<file path="src/rtl/maxpool_stage_pkg.sv">
// Shared definitions for the 2x2 stride-2 max-pool stage: FSM encoding and
// default geometry. The optional ReLU clamp is selected by the POOL_RELU_EN macro.
package maxpool_stage_pkg;

  localparam int unsigned DATA_W_DEF = 8;
  localparam int unsigned ADDR_W_DEF = 16;
  localparam int unsigned MAP_W_DEF  = 14;
  localparam int unsigned MAP_CH_DEF = 6;

  typedef enum logic [2:0] {
    IDLE = 3'd0,
    RD0  = 3'd1,
    RD1  = 3'd2,
    RD2  = 3'd3,
    RD3  = 3'd4,
    LAST = 3'd5,
    WR   = 3'd6,
    FIN  = 3'd7
  } state_t;

endpackage

</file>
<file path="src/rtl/maxpool_stage_pool_addr_gen.sv">
// Output-position counters (q fastest, then r, then c) and the source-tap and
// destination address arithmetic for the max-pool stage.
module pool_addr_gen
  import maxpool_stage_pkg::*;
#(
  parameter int unsigned ADDR_W   = ADDR_W_DEF,
  parameter int unsigned MAP_W    = MAP_W_DEF,
  parameter int unsigned MAP_CH   = MAP_CH_DEF,
  parameter int unsigned SRC_BASE = 0,
  parameter int unsigned DST_BASE = 1176
) (
  input  logic              clk,
  input  logic              rst,
  input  logic              clear_i,
  input  logic              adv_i,
  input  logic [1:0]        tap_i,
  output logic [ADDR_W-1:0] src_addr_o,
  output logic [ADDR_W-1:0] dst_addr_o,
  output logic              last_o
);

  localparam int unsigned HALF = MAP_W / 2;
  localparam int unsigned QW   = $clog2(HALF + 1);
  localparam int unsigned CW   = $clog2(MAP_CH + 1);

  logic [QW-1:0] q_q, q_d, r_q, r_d;
  logic [CW-1:0] c_q, c_d;
  logic          q_end_s, r_end_s, c_end_s;

  assign q_end_s = (q_q == QW'(HALF - 1));
  assign r_end_s = (r_q == QW'(HALF - 1));
  assign c_end_s = (c_q == CW'(MAP_CH - 1));
  assign last_o  = q_end_s & r_end_s & c_end_s;

  // Next position: wrap q into r into c exactly at the map and channel limits
  always_comb begin
    q_d = q_q;
    r_d = r_q;
    c_d = c_q;
    if (clear_i) begin
      q_d = '0;
      r_d = '0;
      c_d = '0;
    end else if (adv_i) begin
      if (!q_end_s) begin
        q_d = q_q + QW'(1);
      end else begin
        q_d = '0;
        if (!r_end_s) begin
          r_d = r_q + QW'(1);
        end else begin
          r_d = '0;
          if (c_end_s) begin
            c_d = '0;
          end else begin
            c_d = c_q + CW'(1);
          end
        end
      end
    end else begin
      q_d = q_q;
    end
  end

  // Counter registers
  always_ff @(posedge clk or negedge rst) begin
    if (!rst) begin
      q_q <= '0;
      r_q <= '0;
      c_q <= '0;
    end else begin
      q_q <= q_d;
      r_q <= r_d;
      c_q <= c_d;
    end
  end

  assign src_addr_o = ADDR_W'(SRC_BASE)
                    + ADDR_W'(c_q) * ADDR_W'(MAP_W * MAP_W)
                    + (ADDR_W'({r_q, 1'b0}) + ADDR_W'(tap_i[1])) * ADDR_W'(MAP_W)
                    + ADDR_W'({q_q, 1'b0}) + ADDR_W'(tap_i[0]);

  assign dst_addr_o = ADDR_W'(DST_BASE)
                    + ADDR_W'(c_q) * ADDR_W'(HALF * HALF)
                    + ADDR_W'(r_q) * ADDR_W'(HALF)
                    + ADDR_W'(q_q);

endmodule

</file>
<file path="src/rtl/maxpool_stage.sv">
// 2x2 stride-2 max-pool over a BRAM-resident feature map, one output per six
// cycles. Define POOL_RELU_EN to clamp negative window maxima to zero.
module maxpool_stage
  import maxpool_stage_pkg::*;
#(
  parameter int unsigned DATA_W   = DATA_W_DEF,
  parameter int unsigned ADDR_W   = ADDR_W_DEF,
  parameter int unsigned MAP_W    = MAP_W_DEF,
  parameter int unsigned MAP_CH   = MAP_CH_DEF,
  parameter int unsigned SRC_BASE = 0,
  parameter int unsigned DST_BASE = 1176
) (
  input  logic              clk,
  input  logic              rst,
  input  logic              start,
  output logic              busy,
  output logic              done,
  output logic [ADDR_W-1:0] src_addr,
  output logic              src_en,
  input  logic [DATA_W-1:0] src_dout,
  output logic [ADDR_W-1:0] dst_addr,
  output logic              dst_en,
  output logic              dst_we,
  output logic [DATA_W-1:0] dst_din
);

  state_t            state_q;
  logic              busy_q, done_q, src_en_q, dst_en_q, dst_we_q, last_q;
  logic [ADDR_W-1:0] src_addr_q, dst_addr_q;
  logic [DATA_W-1:0] dst_din_q, max_q, max_s, pool_s;
  logic [ADDR_W-1:0] src_addr_s, dst_addr_s;
  logic [1:0]        tap_s;
  logic              last_s;

  function automatic logic [DATA_W-1:0] smax(input logic [DATA_W-1:0] a,
                                             input logic [DATA_W-1:0] b);
    return ($signed(a) > $signed(b)) ? a : b;
  endfunction

  // Tap index of the read issued on entering the next state
  always_comb begin
    case (state_q)
      RD0:     tap_s = 2'd1;
      RD1:     tap_s = 2'd2;
      RD2:     tap_s = 2'd3;
      default: tap_s = 2'd0;
    endcase
  end

  // Window result including the final tap arriving in LAST
  always_comb begin
    max_s = smax(max_q, src_dout);
`ifdef POOL_RELU_EN
    if (max_s[DATA_W-1]) begin
      pool_s = '0;
    end else begin
      pool_s = max_s;
    end
`else
    pool_s = max_s;
`endif
  end

  pool_addr_gen #(
    .ADDR_W  (ADDR_W),
    .MAP_W   (MAP_W),
    .MAP_CH  (MAP_CH),
    .SRC_BASE(SRC_BASE),
    .DST_BASE(DST_BASE)
  ) u_addr (
    .clk       (clk),
    .rst       (rst),
    .clear_i   (state_q == IDLE),
    .adv_i     (state_q == LAST),
    .tap_i     (tap_s),
    .src_addr_o(src_addr_s),
    .dst_addr_o(dst_addr_s),
    .last_o    (last_s)
  );

  // Sequencer with registered outputs; strobes default low every cycle
  always_ff @(posedge clk or negedge rst) begin
    if (!rst) begin
      state_q    <= IDLE;
      busy_q     <= 1'b0;
      done_q     <= 1'b0;
      src_en_q   <= 1'b0;
      dst_en_q   <= 1'b0;
      dst_we_q   <= 1'b0;
      last_q     <= 1'b0;
      src_addr_q <= '0;
      dst_addr_q <= '0;
      dst_din_q  <= '0;
      max_q      <= '0;
    end else begin
      src_en_q <= 1'b0;
      dst_en_q <= 1'b0;
      dst_we_q <= 1'b0;
      done_q   <= 1'b0;
      case (state_q)
        IDLE: begin
          if (start) begin
            state_q    <= RD0;
            busy_q     <= 1'b1;
            src_en_q   <= 1'b1;
            src_addr_q <= src_addr_s;
          end else begin
            busy_q <= 1'b0;
          end
        end
        RD0: begin
          state_q    <= RD1;
          src_en_q   <= 1'b1;
          src_addr_q <= src_addr_s;
        end
        RD1: begin
          state_q    <= RD2;
          src_en_q   <= 1'b1;
          src_addr_q <= src_addr_s;
          max_q      <= src_dout;
        end
        RD2: begin
          state_q    <= RD3;
          src_en_q   <= 1'b1;
          src_addr_q <= src_addr_s;
          max_q      <= smax(max_q, src_dout);
        end
        RD3: begin
          state_q <= LAST;
          max_q   <= smax(max_q, src_dout);
        end
        LAST: begin
          state_q    <= WR;
          dst_en_q   <= 1'b1;
          dst_we_q   <= 1'b1;
          dst_addr_q <= dst_addr_s;
          dst_din_q  <= pool_s;
          last_q     <= last_s;
        end
        WR: begin
          if (last_q) begin
            state_q <= FIN;
            done_q  <= 1'b1;
          end else begin
            state_q    <= RD0;
            src_en_q   <= 1'b1;
            src_addr_q <= src_addr_s;
          end
        end
        FIN: begin
          state_q <= IDLE;
          busy_q  <= 1'b0;
        end
        default: begin
          state_q <= IDLE;
          busy_q  <= 1'b0;
        end
      endcase
    end
  end

  assign busy     = busy_q;
  assign done     = done_q;
  assign src_en   = src_en_q;
  assign src_addr = src_addr_q;
  assign dst_en   = dst_en_q;
  assign dst_we   = dst_we_q;
  assign dst_addr = dst_addr_q;
  assign dst_din  = dst_din_q;

endmodule
</file>
<file path="config.mk">
export PLATFORM = sky130hd
export DESIGN_NAME = maxpool_stage
export DESIGN_NICKNAME = d
export VERILOG_FILES = /design/src/rtl/maxpool_stage_pkg.sv /design/src/rtl/maxpool_stage_pool_addr_gen.sv /design/src/rtl/maxpool_stage.sv
export SDC_FILE = /design/constraint.sdc
export NUM_CORES = 1
export LEC_CHECK = 0
export ABC_CLOCK_PERIOD_IN_PS = 4700
export CORE_UTILIZATION = 57
export DETAILED_ROUTE_END_ITERATION = 7
export PLACE_DENSITY = 0.81
export SKIP_CTS_REPAIR_TIMING = 1
export SYNTH_ARGS = -nofsm -noshare
export SYNTH_HDL_FRONTEND = slang
export SYNTH_HIERARCHICAL = 1
export SYNTH_SLANG_ARGS = --single-unit
</file>
<file path="constraint.sdc">
create_clock -name clk -period 4.7 [get_ports clk]
set_input_delay 0.47 -clock clk [delete_from_list [all_inputs] [get_ports clk]]
set_output_delay 0.47 -clock clk [all_outputs]
set_load 0.05 [all_outputs]
</file>
# Yosys cells after proc, flatten, opt, wreduce, memory -nomap -nowiden
# Cells that the tools add are included.
# classes
n_addsub,10
n_mul,4
n_lt_le_gt_ge,1
eq_ne,12
mux,28
bitwise,2
n_reduce_logical,12
# op_table
op,n
$pmux W16 S3,1
$mux W3,14
$mux W16,2
$pmux W3 S8,1
$eq A3 B3 Y1 const B,7
$mul A3 B6 Y9 const B,2
$add A11 B16 Y16,1
$add A16 B1 Y16,1
$add A16 B3 Y16,1
$add A16 B4 Y16,1
$add A16 B6 Y16,1
$mul A16 B3 Y15 const B,1
$pmux W8 S2,1
$add A11 B9 Y12 const A,1
$reduce_bool A2 Y1,5
$add A3 B1 Y3 const B,3
$gt A8 B8 Y1,1
$mux W8,1
$eq A3 B2 Y1 const B,2
$mul A3 B3 Y6 const B,1
$pmux W2 S3,1
$reduce_and A3 Y1,2
$add A4 B1 Y5,1
$mux W1,5
other kinds (10),12
# totals
reg_bits,65
inputBits,11
output_inout_bits,45

# Longest topological paths before layout
# Gate-level depths: netlist of the first run.
# depth
ltp_word,9
depth_mapped,15
mapped_depth_nobuf,14

# Cells and area by module
# The synthesis of the first run kept the hierarchy.
# modules_own_cells
mod,instances,cells_per_inst,area_each_um2,seq_area_each_um2
maxpool_stage,1,231,2548.7,1401.3
pool_addr_gen,1,210,1908.1,225.2

# Worst setup path after synthesis of the first run
# Ideal clock, no wire load.
# synth_timing
kind,register to register
start,register state_q[2]
end,register src_addr_q[11] (netlist: src_addr[11])
setup_ns,0.125
t_arrival_ns,3.595
required_time_ns,4.575
setup_slack_ns,0.981
path_stages_with_launch,15
path_buffers,1
path_cell_list,dfrtp_1 -> buf_2 -> nor2b_1 -> fa_1 -> ha_1 -> fa_1 -> nor2b_1 -> o21ai_0 -> nand2b_1 -> ha_1 -> ha_1 -> and3_1 -> a211o_1 -> and3_1 -> mux2_2
# synth_between
elab_chain_len,9
# synth_rtl
element,line_no,source
"start, declared",maxpool_stage.sv:27,state_t state_q;
"start signal, assigned",maxpool_stage.sv:84,state_q <= IDLE;
"start signal, assigned",maxpool_stage.sv:103,state_q <= RD0;
"start signal, assigned",maxpool_stage.sv:112,state_q <= RD1;
$eq A3 B2 Y1 or $eq A3 B1 Y1 (tied branches),maxpool_stage.sv:42,case (state_q)
$pmux W2 S3 *,maxpool_stage.sv:42,
named net tap_s[1],maxpool_stage.sv:32,logic [1:0] tap_s;
$add A4 B1 Y5 *,maxpool_stage_pool_addr_gen.sv:80,"+ (ADDR_W'({r_q, 1'b0}) + ADDR_W'(tap_i[1])) * ADDR_W'(MAP_W)"
$mul A16 B3 Y15 *,maxpool_stage_pool_addr_gen.sv:80,
$add A11 B16 Y16 *,maxpool_stage_pool_addr_gen.sv:80,
$add A16 B4 Y16 *,maxpool_stage_pool_addr_gen.sv:81,"+ ADDR_W'({q_q, 1'b0}) + ADDR_W'(tap_i[0]);"
$add A16 B1 Y16 *,maxpool_stage_pool_addr_gen.sv:81,
named net src_addr_s[11],maxpool_stage.sv:31,"logic [ADDR_W-1:0] src_addr_s, dst_addr_s;"
$mux W16 (on tied branches),"maxpool_stage.sv:141, maxpool_stage.sv:102",
$pmux W16 S3 *,maxpool_stage.sv:100,case (state_q)
"end signal, assigned",maxpool_stage.sv:106,src_addr_q <= src_addr_s;
"end signal, assigned",maxpool_stage.sv:114,src_addr_q <= src_addr_s;
"end signal, assigned",maxpool_stage.sv:147,src_addr_q <= src_addr_s;
"end, declared",maxpool_stage.sv:29,"logic [ADDR_W-1:0] src_addr_q, dst_addr_q;"
# Mark *: on every way through the listed nets, which the timed path passes. The rest lies on a longest branch. The select of a mux whose other input is x is not followed.
# A chain may end at the register's enable or synchronous reset.

# Worst setup path in the final report of the first run
# Same ends and word-level chain as after synthesis.

==> results of run 1 <==
layout make-up:
cell class	instances	area share, %
Multi-Input combinational cell	322	49.4
Clock inverter	6	0.817
Tap cell	99	2.38
Sequential cell	65	31.3
Inverter	38	2.74
Timing Repair Buffer	57	10.8
Clock buffer	10	2.64
logic make-up (layout without fill, tap and decap cells):
group	Yosys count	in the layout	share of synthesized area (%)
xor gates and xnor gates	16	16	3.14
DFF	65	65	36.5
muxes	24	24	6.04
and+or+nand+nor	123	123	13.2
AOI/OAI and AO/OA	82	82	13.4
adders and majority gates	68	68	21.1
buffers and inverters	62	111	6.49
other	1	9	0.0841
flip-flops by register name, indices dropped and copies added, names as in the netlist:
register,cells
dst_we,1
src_addr,16
max_q,8
u_addr/c_q,3
busy,1
u_addr/q_q,3
src_en,1
done,1
dst_addr,16
u_addr/r_q,3
dst_din,8
last_q,1
state_q,3
power by group through the flow:
stage	Combinational, mW	Clock (mW)	Sequential (mW)
2_1_floorplan	0.691	0	1.30
3_3_place_gp	1.46	0	0.886
3_5_place_dp	1.51	0	0.894
4_1_cts	1.51	0.457	0.890
5_1_grt	1.60	0.484	0.918
6_report	1.50	0.443	0.890
layer usage:
layer	up-vias	track usage [%]	part of all wire, %	wire, um
met4	0	7.26	1.2	108
met5	-	0	0	0
met1	1611	30.7	47	4110
met3	11	6.23	4.2	362
met2	77	39.4	47	4140
li1	1620	-	-	-
cells in the final DEF, fill, tap and decap left out, types with 6 or more instances in the layout:
cell and n:
a41o_1 8, a21oi_1 19, o21ai_0 12, clkbuf_8 10, inv_1 36, a21o_1 6
nand2_1 62, o22a_1 8, conb_1 9, dfrtp_1 65, fa_1 12, nand3_1 7
nand2b_1 6, clkdlybuf4s50_1 54, xnor2_1 8, mux2_2 23, a31oi_1 8, xor2_1 8
ha_1 56, nor2_1 20
worst paths after layout:
| kind | end | cells past startpoint | slack, ns |
|---|---|---|---|
| worst max-delay path | src_addr[11]$_DFFE_PN0P_ | 13 | 0.74 |
| worst min-delay path | max_q[2]$_DFFE_PN0P_ | 2 | 0.29 |
| worst max register to register | src_addr[11]$_DFFE_PN0P_ | 13 | 0.74 |
| worst min register to register | dst_addr[6]$_DFFE_PN0P_ | 2 | 0.49 |
| max in group asynchronous | dst_addr[7]$_DFFE_PN0P_ | 2 | 3.85 |
| min in group clk | dst_addr[6]$_DFFE_PN0P_ | 2 | 0.49 |
metrics by stage:
| stage | total power [mW] | std cells |
|---|---|---|
| finish | 2.83 | 597 |
| global route | 3.00 | 597 |
| CTS | 2.86 | 597 |
| detailed placement | 2.40 | 581 |
| global placement | 2.35 | 581 |
| floorplan | 1.99 | 449 |
==> results by group, run 1 <==
STA
  – Final Cycle Share: 84.2%
  – Max Freq: 253 MHz
  – # setup viols final: 0
  – Rel. slew slack: 24.5%
  – Worst slew pin tran: 1.12 ns
  – Fin. max-slew vios: 0
  – Final hold violation count: 0
  – Clk_skew: 0.0114 ns
  – Post-layout min period: 3.96 ns
  – Total negative slack: 0 ns
  – Min Hold Slack: 0.294 ns
  – RSZ-0062 raised after global routing: no
  – PnR worst setup slack: 0.743 ns

Worst setup path
  – R2r startpoint: state_q[2]$_DFFE_PN0P_
  – Worst path cell trace: nor2b_1 -> fa_1 -> ha_1 -> fa_1 -> nor2b_1 -> o21ai_0 -> nand2b_1 -> ha_1 -> ha_1 -> and3_1 -> a211o_1 -> and3_1 -> mux2_2
  – Family with the most delay on the worst path: adder cells
  – Req. time, crit path: 4.94 ns
  – Worst-path fanout max: 12
  – Setup crit start: state_q[2]$_DFFE_PN0P_
  – Slowest cell on crit path: dfrtp_1
  – Endpoint class of the critical path: flip-flop
  – Most frequent CP cell: ha_1
  – Worst Path Buf+Inv: 0
  – Crit path largest cell delay: 0.50 ns
  – CP Class: flip-flop to flip-flop
  – Crit path launch type: flip-flop
  – Worst Path Arrival: 4.20 ns

Yosys
  – FFs w/ async S/R, synth: 100%
  – Syn Area/Cell: 10.1 um2
  – Cell taking the most area after synthesis: dfrtp_1
  – Top-area cell type share of the netlist area: 36.5%
  – #FFs+latches synth: 65
  – Mapped Area: 4460 um2
  – Most used DFF post-synth: dfrtp_1
  – Commonest cells post-synth: dfrtp_1 (65), nand2_1 (62), ha_1 (56), inv_1 (36), mux2_2 (23)
  – Sequential-to-total area share from yosys stat: 36.5%
  – Post-synth EDFFs: 0
  – Yosys warns: 6
  – Most frequent cell after synthesis: dfrtp_1
  – Post-Synthesis Cells: 441
  – Top cells by area, synth: dfrtp_1 (36%), ha_1 (16%), mux2_2 (5.8%), fa_1 (5.4%), nand2_1 (5.2%)
  – Yosys cell types: 52

Power
  – PD cells: 544 nW/um2
  – Internal power: 1.52 mW
  – Worst IR drop on VDD: 0.432 mV
  – Leakage: 2.66 nW
  – Switching share of power: 46.4%
  – Sequential power share: 31.4%
  – Combinational share of power: 52.9%
  – Clk pwr share: 15.6%
  – Sw Pwr: 1.31 mW

Routing
  – DR iter-0 viols: 135
  – Detailed-route via count: 3319
  – Routed vias/inst: 5.56
  – DRC: 0
  – Post-route ant nets: 0
  – TritonRoute pass-1 iters: 4
  – Routed wire per std cell: 14.6 um
  – Post-Route WL: 8.72 mm

Hold path
  – Hold WC Path Type: primary input to async pin

Global routing
  – GRT Total Usage: 23.8%
  – Global route overflow: 0
  – First-pass GRT wire length: 15.6 mm
  – Initial antenna violation count: 0
  – Number of global-route vias before repair: 3380
  – Largest net degree at the start of global routing: 66

Final layout
  – Area of the multi-input gates: 2570 um2
  – Cell area after layout: 5200 um2
  – Fillers: 564
  – Final Core Density: 70.3%
  – FF/Latch Area: 1630 um2
  – Area grow syn2layout: 16.8%
  – Nets: 572
  – Share of cells above drive strength 1: 11.0%
  – Diodes inserted: 0

Outcome
  – Status: finished clean

Clock network
  – TritonCTS sink count: 65
  – Cts bufs inserted: 9
  – Clock Pin Slew Worst Setup and Hold Paths: 0.08 ns
  – Clk buf depth: 2
  – Worst-Skew Late Latency: 0.35 ns
  – # H-tree levels: 3
  – CTS tree: yes
  – CTS root buf: clkbuf_8

Die
  – Die H: 90.4 um
  – Starting Density: 60.2%
  – Std-Cell Rows: 31
  – Width of the die: 90.4 um
  – Core Box Area: 7410 um2
  – I/O pins: 56
  – Die area: 8180 um2

Flow run
  – MaxCap Viol Count: 0

Placement
  – Dpl ws: 0.765 ns
  – Placed inst area: 5020 um2
  – Detailed placement HPWL: 6.24 mm
  – Port bufs: 55
  – GPL Wtd Cong: 0.854
Power figures use the tool's default switching activity.
==> inputs of run 2 (changes only) <==
ABC_CLOCK_PERIOD_IN_PS = 3500   (was 4700)
CORE_UTILIZATION = 51   (was 57)
PLACE_DENSITY = 0.76   (was 0.81)
clock period = 3.5 ns   (was 4.7 ns; I/O delays follow)
==> results by group, run 2 (synthesized netlist as in run 1, its figures left out) <==
Outcome
  – Status: finished clean

Worst setup path
  – Worst-path fanout max: 2 (-10)
  – Worst Path Arrival: 3.69 ns (-0.51 ns)
  – Req. time, crit path: 3.73 ns (-1.21 ns)
  – CP Class: flip-flop to flip-flop
  – Crit path launch type: flip-flop
  – Endpoint class of the critical path: flip-flop

Routing
  – Post-Route WL: 9.25 mm (+6.1%)
  – DR iter-0 viols: 186 (+38%)
  – Detailed-route via count: 3348 (+0.87%)
  – Routed wire per std cell: 14.9 um (+2.1%)
  – TritonRoute pass-1 iters: 4 (unchanged)
  – DRC: 0 (unchanged)
  – Routed vias/inst: 5.40 (-2.9%)
  – Post-route ant nets: 0 (unchanged)

Final layout
  – Commonest non-fill, non-tap cells in the layout: dfrtp_1 (63), nand2_1 (62), clkdlybuf4s50_1 (54)
  – Share of cells above drive strength 1: 17.5% (+6.4 points)
  – Commonest non-fill, non-tap cell in the layout: dfrtp_1
  – Nets: 589 (+3.0%)
  – Area grow syn2layout: 24.1%
  – Diodes inserted: 0 (unchanged)

Clock network
  – Worst-Skew Late Latency: 0.34 ns (about the same)
  – Cts bufs inserted: 9 (unchanged)
  – TritonCTS sink count: 65 (unchanged)
  – CTS root buf: clkbuf_8
  – # H-tree levels: 3 (unchanged)
  – Clk buf depth: 2 (unchanged)
  – Clock Pin Slew Worst Setup and Hold Paths: 0.07 ns (about the same)
  – CTS tree: yes

Flow run
  – MaxCap Viol Count: 0 (unchanged)

Die
  – Die area: 9120 um2 (+11%)
  – Width of the die: 95.5 um (+5.6%)
  – Starting Density: 53.4% (-6.7 points)
  – Std-Cell Rows: 33 (+6.5%)
  – Core Box Area: 8340 um2 (+13%)
  – Die H: 95.5 um (+5.6%)
  – I/O pins: 56 (unchanged)

Global routing
  – Initial antenna violation count: 0 (unchanged)
  – First-pass GRT wire length: 15.8 mm (+0.70%)
  – Number of global-route vias before repair: 3348 (-0.95%)
  – Global route overflow: 0 (unchanged)
  – GRT Total Usage: 22.4% (-1.4 points)
  – Largest net degree at the start of global routing: 47 (-29%)

Placement
  – Detailed placement HPWL: 6.68 mm (+7.1%)
  – GPL Wtd Cong: 0.829 (-2.9%)
  – Dpl ws: -0.0549 ns (-0.820 ns)
  – Port bufs: 55 (unchanged)

STA
  – Rel. slew slack: 27.6% (+3.2 points)
  – RSZ-0062 raised after global routing: yes
  – Final Cycle Share: 99.0% (+15 points)
  – Fin. max-slew vios: 0 (unchanged)
  – Max Freq: 289 MHz (+14%)
  – Clk_skew: 0.00824 ns (-0.00319 ns)
  – Post-layout min period: 3.47 ns (-0.492 ns)
  – Min Hold Slack: 0.483 ns (+0.189 ns)
  – PnR worst setup slack: 0.0350 ns (-0.708 ns)
  – # setup viols final: 0 (unchanged)
  – Final hold violation count: 0 (unchanged)
  – Worst slew pin tran: 1.08 ns (-0.0472 ns)
  – Total negative slack: 0 ns (unchanged)

Power
  – Leakage: 2.74 nW (+3.0%)
  – Worst IR drop on VDD: 0.489 mV (+13%)
  – PD cells: 723 nW/um2 (+33%)

Hold path
  – Hold WC Path Type: flip-flop to flip-flop
-- run 2: changes by cell type in the layout (fill, tap and decap cells not counted), sizes merged --
cell,previous run,this run
inv,37,36
bufinv,0,2
buf,3,19
clkbuf,10,12
clkinv,5,3
dlygate4sd3,0,1
clkinvlp,2,1
-- run 2: cell type report --
type	count	area [um2]
clock buffers	12	155
multi-input cells	322	2700
well taps	105	131
repair buffers	74	698
inverters	38	143
flip-flops and latches	65	1630
fillers	663	2810
clock inverters	4	76.3
-- run 2: worst paths after layout --
kind / start / endpoint / slack, ns / cells after the start
min in group asynchronous: rst / dst_din[2]$_DFFE_PN0P_ / 0.49 / 2
min reg2reg: dst_addr[10]$_DFFE_PN0P_ / dst_addr[10]$_DFFE_PN0P_ / 0.48 / 2
max: u_addr/r_q[0]$_DFFE_PN0P_ / dst_addr[8]$_DFFE_PN0P_ / 0.03 / 11
max in group asynchronous: rst / u_addr/r_q[0]$_DFFE_PN0P_ / 2.02 / 3
min: dst_addr[10]$_DFFE_PN0P_ / dst_addr[10]$_DFFE_PN0P_ / 0.48 / 2
max reg2reg: u_addr/r_q[0]$_DFFE_PN0P_ / dst_addr[8]$_DFFE_PN0P_ / 0.03 / 11
-- run 2: metrics by stage --
stage          util (%)  power (mW)  area (um2)  instances
4_1_cts            64.9        4.02        5420        616
6_report           66.3        4.00        5530        620
5_1_grt            66.3        4.25        5530        620
3_3_place_gp       62.2        3.20        5180        600
2_1_floorplan         -        2.68        4540        449
3_5_place_dp       62.2        3.26        5180        600
-- run 2: critical path: stages, from the launching register on --
cell,delay [ns]
dfrtp_2,0.43
fa_2,0.60
ha_4,0.21
fa_1,0.51
fa_2,0.61
ha_4,0.22
a21oi_2,0.16
o211ai_1,0.13
a31o_2,0.24
xor2_1,0.14
nand2_1,0.06
nand2_1,0.05
-- run 2: report_power, final --
group	internal (mW)	total [mW]	switching, mW
combinational	0.796	2.07	1.28
clock	0.442	0.740	0.298
sequential	1.00	1.18	0.179
total	2.24	4.00	1.76
-- run 2: metal layers --
metal	global-route usage, %	vias to the layer above	routed length (um)
li1	-	1639	-
met1	29.4	1622	4300
met2	37.3	78	4450
met3	4.07	9	397
met4	7.34	0	105
met5	0	-	0
==> inputs of run 3 (changes only) <==
ABC_CLOCK_PERIOD_IN_PS = 2950   (was 3500)
clock period = 2.95 ns   (was 3.5 ns; I/O delays follow)
==> results by group, run 3 (synthesized netlist as in run 1, its figures left out) <==
Outcome
  – Status: finished, violations left
  – Violated checks: setup timing

STA
  – Rel. slew slack: 33.1% (+5.5 points)
  – PnR worst setup slack: -0.525 ns (-0.560 ns)
  – Fin. max-slew vios: 0 (unchanged)
  – RSZ-0062 raised after global routing: yes
  – # setup viols final: 17 (+17)
  – Worst slew pin tran: 0.996 ns (-0.0813 ns)
  – Clk_skew: 0.00960 ns (+0.00136 ns)
  – Final Cycle Share: 118% (+19 points)
  – Max Freq: 288 MHz (-0.28%)
  – Post-layout min period: 3.47 ns (+0.00957 ns)
  – Final hold violation count: 0 (unchanged)

Worst setup path
  – Worst Path Arrival: 3.71 ns (+0.02 ns)
  – Worst path cell trace: fa_1 -> ha_1 -> fa_1 -> fa_1 -> ha_1 -> a21oi_2 -> o211ai_1 -> a31o_2 -> xor2_1 -> nand2_1 -> nand2_1
  – Crit path launch type: flip-flop
  – Worst Path Buf+Inv: 0 (unchanged)
  – Worst-path fanout max: 3 (+1)
  – Slowest cell on crit path: fa_1
  – CP Class: flip-flop to flip-flop
  – Req. time, crit path: 3.18 ns (-0.55 ns)
  – Crit path largest cell delay: 0.53 ns (-0.08 ns)
  – Endpoint class of the critical path: flip-flop
  – Most frequent CP cell: fa_1
  – Family with the most delay on the worst path: adder cells

Final layout
  – Area of the multi-input gates: 2750 um2 (+1.7%)
  – FF/Latch Area: 1630 um2 (unchanged)
  – Area grow syn2layout: 28.5%
  – Fillers: 673 (+1.5%)
  – Commonest non-fill, non-tap cells in the layout: dfrtp_1 (63), nand2_1 (62), clkdlybuf4s50_1 (54)
  – Diodes inserted: 0 (unchanged)
  – Commonest non-fill, non-tap cell in the layout: dfrtp_1
  – Nets: 616 (+4.6%)
  – Share of cells above drive strength 1: 22.3% (+4.8 points)
  – Final Core Density: 68.7% (+2.4 points)

Flow run
  – MaxCap Viol Count: 0 (unchanged)

Die
  – Core Box Area: 8340 um2 (unchanged)
  – Width of the die: 95.5 um (unchanged)
  – Die H: 95.5 um (unchanged)
  – I/O pins: 56 (unchanged)
  – Starting Density: 53.4% (unchanged)
  – Die area: 9120 um2 (unchanged)
  – Std-Cell Rows: 33 (unchanged)

Hold path
  – Hold WC Path Type: primary input to async pin

Global routing
  – GRT Total Usage: 21.9% (-0.46 points)
  – Global route overflow: 0 (unchanged)
  – Initial antenna violation count: 0 (unchanged)
  – Number of global-route vias before repair: 3398 (+1.5%)
  – First-pass GRT wire length: 15.6 mm (-0.96%)
  – Largest net degree at the start of global routing: 34 (-28%)

Clock network
  – # H-tree levels: 3 (unchanged)
  – CTS tree: yes
  – Clk buf depth: 2 (unchanged)
  – Cts bufs inserted: 9 (unchanged)
  – Worst-Skew Late Latency: 0.34 ns (about the same)
  – TritonCTS sink count: 65 (unchanged)
  – Clock Pin Slew Worst Setup and Hold Paths: 0.08 ns (about the same)
  – CTS root buf: clkbuf_8

Power
  – Leakage: 2.87 nW (+5.0%)
  – PD cells: 802 nW/um2 (+11%)
  – Worst IR drop on VDD: 0.553 mV (+13%)
  – Final Power: 4.59 mW (+15%)

Routing
  – DR iter-0 viols: 165 (-11%)
  – TritonRoute pass-1 iters: 4 (unchanged)
  – Detailed-route via count: 3454 (+3.2%)
  – Post-route ant nets: 0 (unchanged)
  – DRC: 0 (unchanged)
  – Routed wire per std cell: 14.2 um (-4.9%)
  – Post-Route WL: 9.18 mm (-0.71%)
  – Routed vias/inst: 5.34 (-1.1%)

Placement
  – Detailed placement HPWL: 6.70 mm (+0.27%)
  – GPL Wtd Cong: 0.828 (-0.14%)
  – Port bufs: 55 (unchanged)
run 3: stage by stage:
stage,setup slack (ns),hold slack [ns],TNS [ns],cell area (um2),instances
floorplan,-0.461,-0.000591,-4.88,4600,449
global placement,-0.456,0.221,-5.14,5420,625
detailed placement,-0.507,0.227,-6.02,5420,625
CTS,-0.525,-0.142,-6.32,5600,641
global route,-0.687,0.437,-8.21,5730,647
finish,-0.525,0.389,-6.12,5730,647
run 3: routing by layer:
layer / vias up / routed length [um] / track usage (%)
met5: - / 0 / 0
met4: 0 / 126 / 8.58
li1: 1710 / - / -
met2: 77 / 4250 / 35.6
met3: 12 / 370 / 3.75
met1: 1655 / 4430 / 29.1
run 3: area by class of cell:
cell class	instances	area share (%)
clock buffers	12	2.71
clock inverters	4	0.481
inverters	38	2.49
multi-input cells	322	47.9
flip-flops and latches	65	28.4
well taps	105	2.29
repair buffers	101	15.7
run 3: worst paths after layout:
path,depth (start not counted),start,slack (ns),end
max,11,u_addr/r_q[1]$_DFFE_PN0P_,-0.52,dst_addr[8]$_DFFE_PN0P_
min,2,rst,0.39,src_addr[12]$_DFFE_PN0P_
max reg2reg,11,u_addr/r_q[1]$_DFFE_PN0P_,-0.52,dst_addr[8]$_DFFE_PN0P_
min reg2reg,2,dst_addr[1]$_DFFE_PN0P_,0.48,dst_addr[1]$_DFFE_PN0P_
max in group asynchronous,3,rst,1.80,u_addr/r_q[1]$_DFFE_PN0P_
min in group clk,2,dst_addr[1]$_DFFE_PN0P_,0.48,dst_addr[1]$_DFFE_PN0P_
run 3: power breakdown:
| group | internal, mW | leakage (nW) | switching (mW) | total [mW] |
|---|---|---|---|---|
| clock | 0.350 | 0.0846 | 0.359 | 0.708 |
| sequential | 1.19 | 0.818 | 0.211 | 1.40 |
| combinational | 0.967 | 1.97 | 1.51 | 2.48 |
| total | 2.51 | 2.87 | 2.08 | 4.59 |
run 3: worst reg2reg max path, cell delays in order, from the launching register on:
cell and delay [ns]:
dfrtp_2 0.43, fa_1 0.53, ha_1 0.34, fa_1 0.53
fa_1 0.46, ha_1 0.31, a21oi_2 0.17, o211ai_1 0.12
a31o_2 0.23, xor2_1 0.14, nand2_1 0.06, nand2_1 0.06
